===== src/rtl/event_stretcher_pkg.sv =====
// event_stretcher_pkg: trigger-mode encodings and id-width helper shared by the stretcher slice.
package event_stretcher_pkg;
    localparam int TRIG_LEVEL = 0;
    localparam int TRIG_RISE  = 1;
    function automatic int id_width(input int n);
        return (n <= 2) ? 1 : $clog2(n);
    endfunction
endpackage


===== src/rtl/event_stretcher_stretch_channel.sv =====
// stretch_channel: one channel's trigger detection, reloadable down-counter and end-of-stretch strobe.
module stretch_channel
    import event_stretcher_pkg::*;
#(
    parameter int LEN_W     = 4,
    parameter int EDGE_MODE = TRIG_LEVEL,
    parameter int RETRIGGER = 1
) (
    input  logic             clk,
    input  logic             rst,
    input  logic [LEN_W-1:0] len,
    input  logic             in,
    output logic             acc,
    output logic             out,
    output logic             end_pulse
);
    logic             in_d;
    logic [LEN_W-1:0] cnt;
    logic             trig;
    assign trig = (EDGE_MODE == TRIG_RISE) ? (in & ~in_d) : in;
    // cnt<=1 still admits a trigger so a held level reloads seamlessly at expiry
    assign acc  = trig & ((RETRIGGER != 0) || (cnt <= LEN_W'(1)));
    assign out  = (cnt != '0);
    always_ff @(posedge clk or negedge rst) begin
        if (!rst) begin
            in_d      <= 1'b0;
            cnt       <= '0;
            end_pulse <= 1'b0;
        end else begin
            in_d      <= in;
            cnt       <= acc ? ((len == '0) ? LEN_W'(1) : len) : ((cnt != '0) ? cnt - LEN_W'(1) : cnt);
            end_pulse <= (cnt == LEN_W'(1)) & ~acc;
        end
    end
endmodule


===== src/rtl/event_stretcher.sv =====
// event_stretcher: multi-channel pulse stretcher that also records the lowest-index channel
// of the most recent accepted trigger.
module event_stretcher
    import event_stretcher_pkg::*;
#(
    parameter int CHANNELS  = 4,
    parameter int LEN_W     = 4,
    parameter int EDGE_MODE = TRIG_LEVEL,
    parameter int RETRIGGER = 1
) (
    input  logic                          clk,
    input  logic                          rst,
    input  logic [LEN_W-1:0]              len,
    input  logic [CHANNELS-1:0]           in,
    output logic [CHANNELS-1:0]           out,
    output logic [CHANNELS-1:0]           end_pulse,
    output logic [id_width(CHANNELS)-1:0] last_id,
    output logic                          last_valid
);
    localparam int ID_W = id_width(CHANNELS);
    logic [CHANNELS-1:0] acc;
    logic [ID_W-1:0]     sel;
    for (genvar g = 0; g < CHANNELS; g++) begin : g_ch
        stretch_channel #(
            .LEN_W(LEN_W),
            .EDGE_MODE(EDGE_MODE),
            .RETRIGGER(RETRIGGER)
        ) u_ch (
            .clk(clk),
            .rst(rst),
            .len(len),
            .in(in[g]),
            .acc(acc[g]),
            .out(out[g]),
            .end_pulse(end_pulse[g])
        );
    end
    // scanning downward lets the lowest accepting index win
    always_comb begin
        sel = '0;
        for (int i = CHANNELS - 1; i >= 0; i--)
            if (acc[i]) sel = ID_W'(i);
    end
    always_ff @(posedge clk or negedge rst) begin
        if (!rst) begin
            last_id    <= '0;
            last_valid <= 1'b0;
        end else if (acc != '0) begin
            last_id    <= sel;
            last_valid <= 1'b1;
        end
    end
endmodule


===== config.mk =====
export PLATFORM = sky130hd
export DESIGN_NAME = event_stretcher
export DESIGN_NICKNAME = d
export VERILOG_FILES = /design/src/rtl/event_stretcher_pkg.sv /design/src/rtl/event_stretcher_stretch_channel.sv /design/src/rtl/event_stretcher.sv
export SDC_FILE = /design/constraint.sdc
export NUM_CORES = 1
export LEC_CHECK = 0
export CORE_MARGIN = 4
export CORE_UTILIZATION = 35
export CTS_BUF_LIST = sky130_fd_sc_hd__clkbuf_8
export CTS_CLUSTER_DIAMETER = 120
export DETAILED_ROUTE_END_ITERATION = 8
export SLEW_MARGIN = 20
export SYNTH_ARGS = -nofsm -noshare
export SYNTH_HDL_FRONTEND = slang
export SYNTH_SLANG_ARGS = --single-unit

===== constraint.sdc =====
create_clock -name clk -period 2.7 [get_ports clk]
set_input_delay 0.54 -clock clk [delete_from_list [all_inputs] [get_ports clk]]
set_output_delay 0.54 -clock clk [all_outputs]
set_load 0.1 [all_outputs]

; ---- Word-level counts from Yosys, hierarchy flattened
; Cells that the tools add are included.
[totals]
register_bits = 23
input_bits = 10
output_inout_bits = 11
word_cells = 49
[classes]
n_addsub = 4
n_eq_ne = 4
n_mux = 13
n_bitwise = 8
reduce_logical = 10
[ops]
columns = cell, n
row1 = $mux W4, 9
row2 = $reduce_bool A4 Y1, 5
row3 = $eq A4 B1 Y1 const B, 4
row4 = $sub A4 B1 Y4 const B, 4
row5 = $mux W2, 4
row6 = $reduce_bool A2 Y1, 4
row7 = $and A1 B1 Y1, 4
row8 = $logic_not A4 Y1, 1
row9 = $not A1 Y1, 4

; ---- Longest topological paths before layout
[logic_depth]
word_depth = 4
ltp_mapped = 5
ltp_nobuf = 5

; ---- Modules after synthesis
; A second synthesis with hierarchy kept.
[hier_totals]
cells_unflattened = 122
hier_area_um2 = 1333.8
[modules_own_cells]
columns = mod, n_inst, cells_each, area_per_inst_um2, seq_area_each_um2
row1 = stretch_channel, 4, 28, 305.3, 125.1
row2 = event_stretcher, 1, 10, 112.6, 75.1

; ---- Least setup slack after synthesis
; OpenSTA, ideal clock, no wires.
[synth_timing]
path_kind = register to output
from = register g_ch[3].u_ch.cnt[0]
to = output out[3]
t_arrival_ns = 1.171
required_ns = 2.160
slack_ns = 0.989
path_stages_with_launch = 6
n_path_buf = 1
cell_sequence = dfrtp_1 inv_1 ha_1 nor3b_4 inv_1 buf_4
[synth_via]
elab_chain_len = 1
[synth_rtl]
columns = item, line
row1 = start: declaration, event_stretcher_stretch_channel.sv:18  ; logic [LEN_W-1:0] cnt;
row2 = start signal: assignment, event_stretcher_stretch_channel.sv:31  ; cnt <= acc ? ((len == '0) ? LEN_W'(1) : len) : ((cnt != '0) ? cnt - LEN_W'(1) : cnt);
row3 = $reduce_bool A4 Y1, event_stretcher_stretch_channel.sv:23  ; assign out = (cnt != '0);
row4 = end: declaration, event_stretcher.sv:15  ; output logic [CHANNELS-1:0] out,
; No other way between the ends.

; ---- Final worst setup path
[layout_timing]
from = register g_ch[0].u_ch.cnt[0]
to = output out[0]
[layout_via]
elab_chain_len = 1
[layout_rtl]
columns = item, line
row1 = start: declaration, event_stretcher_stretch_channel.sv:18
row2 = start signal: assignment, event_stretcher_stretch_channel.sv:31
row3 = $reduce_bool A4 Y1, event_stretcher_stretch_channel.sv:23
; No other way between the ends.

==> results.txt <==
The endpoint class of the critical path is an output pin. By startpoint and endpoint, the worst setup path is classified as reg2out. TritonCTS built the clock tree. In this run the count of I/O pins placed on the die edge is 21. Across all register-to-register paths, the minimum setup slack is between 1 and 1.5 ns. The maximum number of pins on one net before global-route repair is 24. After technology mapping, the gate count stands at 123.

The setup TNS came out at 0 ns. The hold violation total from the final report came out at 0. Synthesis instantiated 21 different standard cells from the library. The global router's overall resource usage is between 10% and 20%. The clock arrives with 0.00334 ns of skew. The number of CTS-inserted buffers is 3. Sorting the synthesized cells by area gives the leading types as sky130_fd_sc_hd__dfrtp_1, sky130_fd_sc_hd__ha_1, sky130_fd_sc_hd__nor3b_4, sky130_fd_sc_hd__xnor2_1, sky130_fd_sc_hd__buf_4. The worst slew margin relative to its limit came out at 72.1%. The number of port buffers is 20. The clock root buffer is sky130_fd_sc_hd__clkbuf_8. The count of synthesis-stage warnings from yosys came out at 0. The critical path data arrival time is 1.58 ns.

VDD sags by at most 0.383 mV. The run finished with clean final reports. The post-detailed-placement cell area is between 1500 and 2000 um^2. The row count is 22.

The transition time at the pin with the least slew margin came out at 0.417 ns. The overall power after layout is around 1.2 mW. Sequential elements use around 43% of the synthesized area. The post-route cell area is 1560 um^2. The type of the worst min-delay path is reg2reg. The post-placement cell count came out at 180. The number of hold buffers added after cts is 0. The iteration-0 DRC count of the detailed router is 31. The top cell types in the final layout, fill and taps aside, are sky130_fd_sc_hd__dfrtp_1, sky130_fd_sc_hd__inv_1, sky130_fd_sc_hd__ha_1, sky130_fd_sc_hd__buf_4, sky130_fd_sc_hd__nor3_1. The length of the first detailed-routing pass in iterations came out at 4. Once the clock tree was built, the resizer swapped 0 gates to a different size. The net count of the finished layout is between 150 and 200. The number of pins exceeding their max-slew limit in the final report came out at 0. The worst slack on hold paths is 0.499 ns. The highest achievable clock rate came out at about 470 MHz. The area of the core is 3690 um^2. The share of the clock period used by the worst path after layout is 78.7%. The number of antenna-violating nets in the routed design came out at 0. The clock tree buffer depth came out at 2.

The power per cell area is 762 nW/um^2. The tool flagged a number of max-cap violations equal to 0. In this run the horizontal extent of the chip is 70.2 um. The area added between synthesis and finish is 15.6%. The worst setup path is launched from a register. The repair_antennas step left the layout with diodes totalling 0. Summed over all layers, the routed wires come to 2.44 mm. The first global-routing pass estimated approximately 4.2 mm of wire.

The total setup buffers inserted after CTS is 0. The clock-pin slew on the worst setup and hold paths came out at 0.08 ns. The number of register bits inferred by synthesis is 23. The minimum setup slack after placement came out at 0.855 ns. The via count of the first global-routing pass is 907. In the final routed layout, each cell accounts on average for roughly 13 um. The mean area per synthesized cell came out at 11.0 um^2. The post-synthesis net count came out at 145.

The cell taking the most area after synthesis is sky130_fd_sc_hd__dfrtp_1. Of all nets on the critical path, the largest fanout is 4. The proportion of layout cells with a drive suffix above 1 is 17.6%. The final RePlAce weighted congestion is around 0.77.

The H-tree depth is 1. The total setup violations reported at the end of the flow came out at 0. After filler insertion, the fill cell instance count of the layout stands at 369. The final worst setup slack is between 0.5 and 0.6 ns. The number of design rule violations left after detail routing is 0. The clock period minus final worst setup slack came out at 2.12 ns. The floorplan step defined a die boundary enclosing 4920 um^2. The initial antenna violation count is 0. In this run the biggest area consumer among cell types represents 42.6% of the synthesized area. The starting density of the core is 36.7%. The non-filler instance count after layout is 184.

The overflow left after global routing came out at 0. Setup repair after global routing left no endpoint under its margin. Dividing the detail-routed via count by the number of cells gives 4.79. After legalization and detailed placement, the total HPWL measured 1.85 mm.

The static leakage came out at 0.676 nW. The height of the chip came out at ~70 um. The commonest non-fill, non-tap cell in the layout is sky130_fd_sc_hd__dfrtp_1. The count of vias placed by the detailed router is 882. At the later pin of the worst-skew pair, clock insertion delay measures 0.26 ns. The number of clock sinks is 23. The utilization of the core after routing is 42.4%. The required time at the worst-slack endpoint came out at roughly 2.2 ns. The netlist area before placement is 1350 um^2.
## layout make-up
| cell class | count | area, um^2 | share of cell area, % |
|---|---|---|---|
| clock inverters | 1 | 5.00 | 0.320 |
| inverters | 13 | 48.8 | 3.12 |
| well taps | 48 | 60.1 | 3.84 |
| flip-flops and latches | 23 | 576 | 36.8 |
| multi-input cells | 75 | 653 | 41.8 |
| repair buffers | 21 | 180 | 11.5 |
| clock buffers | 3 | 41.3 | 2.64 |
## routing by layer
metal | GRT usage (%) | vias to the layer above | routed length (um)
met4 | 3.83 | 0 | 17
met3 | 2.73 | 2 | 105
met1 | 14.5 | 421 | 1180
met5 | 0 | - | 0
met2 | 16.1 | 14 | 1130
li1 | - | 445 | -
## worst max-delay path, stage by stage (launching register included)
cell	delay (ns)
sky130_fd_sc_hd__dfrtp_1	0.41
sky130_fd_sc_hd__inv_1	0.13
sky130_fd_sc_hd__ha_1	0.18
sky130_fd_sc_hd__nor3b_4	0.29
sky130_fd_sc_hd__inv_1	0.07
sky130_fd_sc_hd__buf_4	0.24
## power breakdown
group | switching [mW] | internal, mW | leakage [nW]
clock network | 0.108 | 0.103 | 0.0255
registers | 0.0717 | 0.412 | 0.280
logic | 0.296 | 0.201 | 0.370
total | 0.476 | 0.716 | 0.676
## path summary, 6_finish.rpt
kind / from / endpoint / cells after the start
max: g_ch[0].u_ch.cnt[0] / out[0] / 5
min in group asynchronous: rst / g_ch[3].u_ch.cnt[2] / 2
min: last_id[1] / last_id[1] / 1
max reg2reg: g_ch[3].u_ch.cnt[0] / g_ch[3].u_ch.cnt[1] / 5
min reg2reg: last_id[1] / last_id[1] / 1
max in group asynchronous: rst / g_ch[2].u_ch.cnt[0] / 2
## cell families (layout without fill, tap and decap cells)
logic type / after synthesis / after routing / share of synthesized area [%]
buf+inv: 25 / 38 / 9.16
flops: 23 / 23 / 42.6
mux: 8 / 8 / 6.57
simple gates: 29 / 29 / 16.1
fa+ha+maj: 12 / 12 / 11.1
xor+xnor: 8 / 8 / 5.18
compound gates: 18 / 18 / 9.34
## cells in the mapped netlist (all sizes together)
cell,count
mux2,4
nor4b,4
mux2i,4
o21bai,1
a221o,4
a21oi,2
buf,8
nor3,11
xnor2,8
o31a,1
o31ai,4
o21ai,6
ha,12
nor2,1
nor3b,8
inv,13
clkbuf,4
nand2,5
dfrtp,23
## flip-flops by register name, indices dropped and copies added, names as in the netlist
register and flops:
g_ch.u_ch.end_pulse 4, last_valid 1, last_id 2, g_ch.u_ch.cnt 16
(Power assumes the default switching activity.)
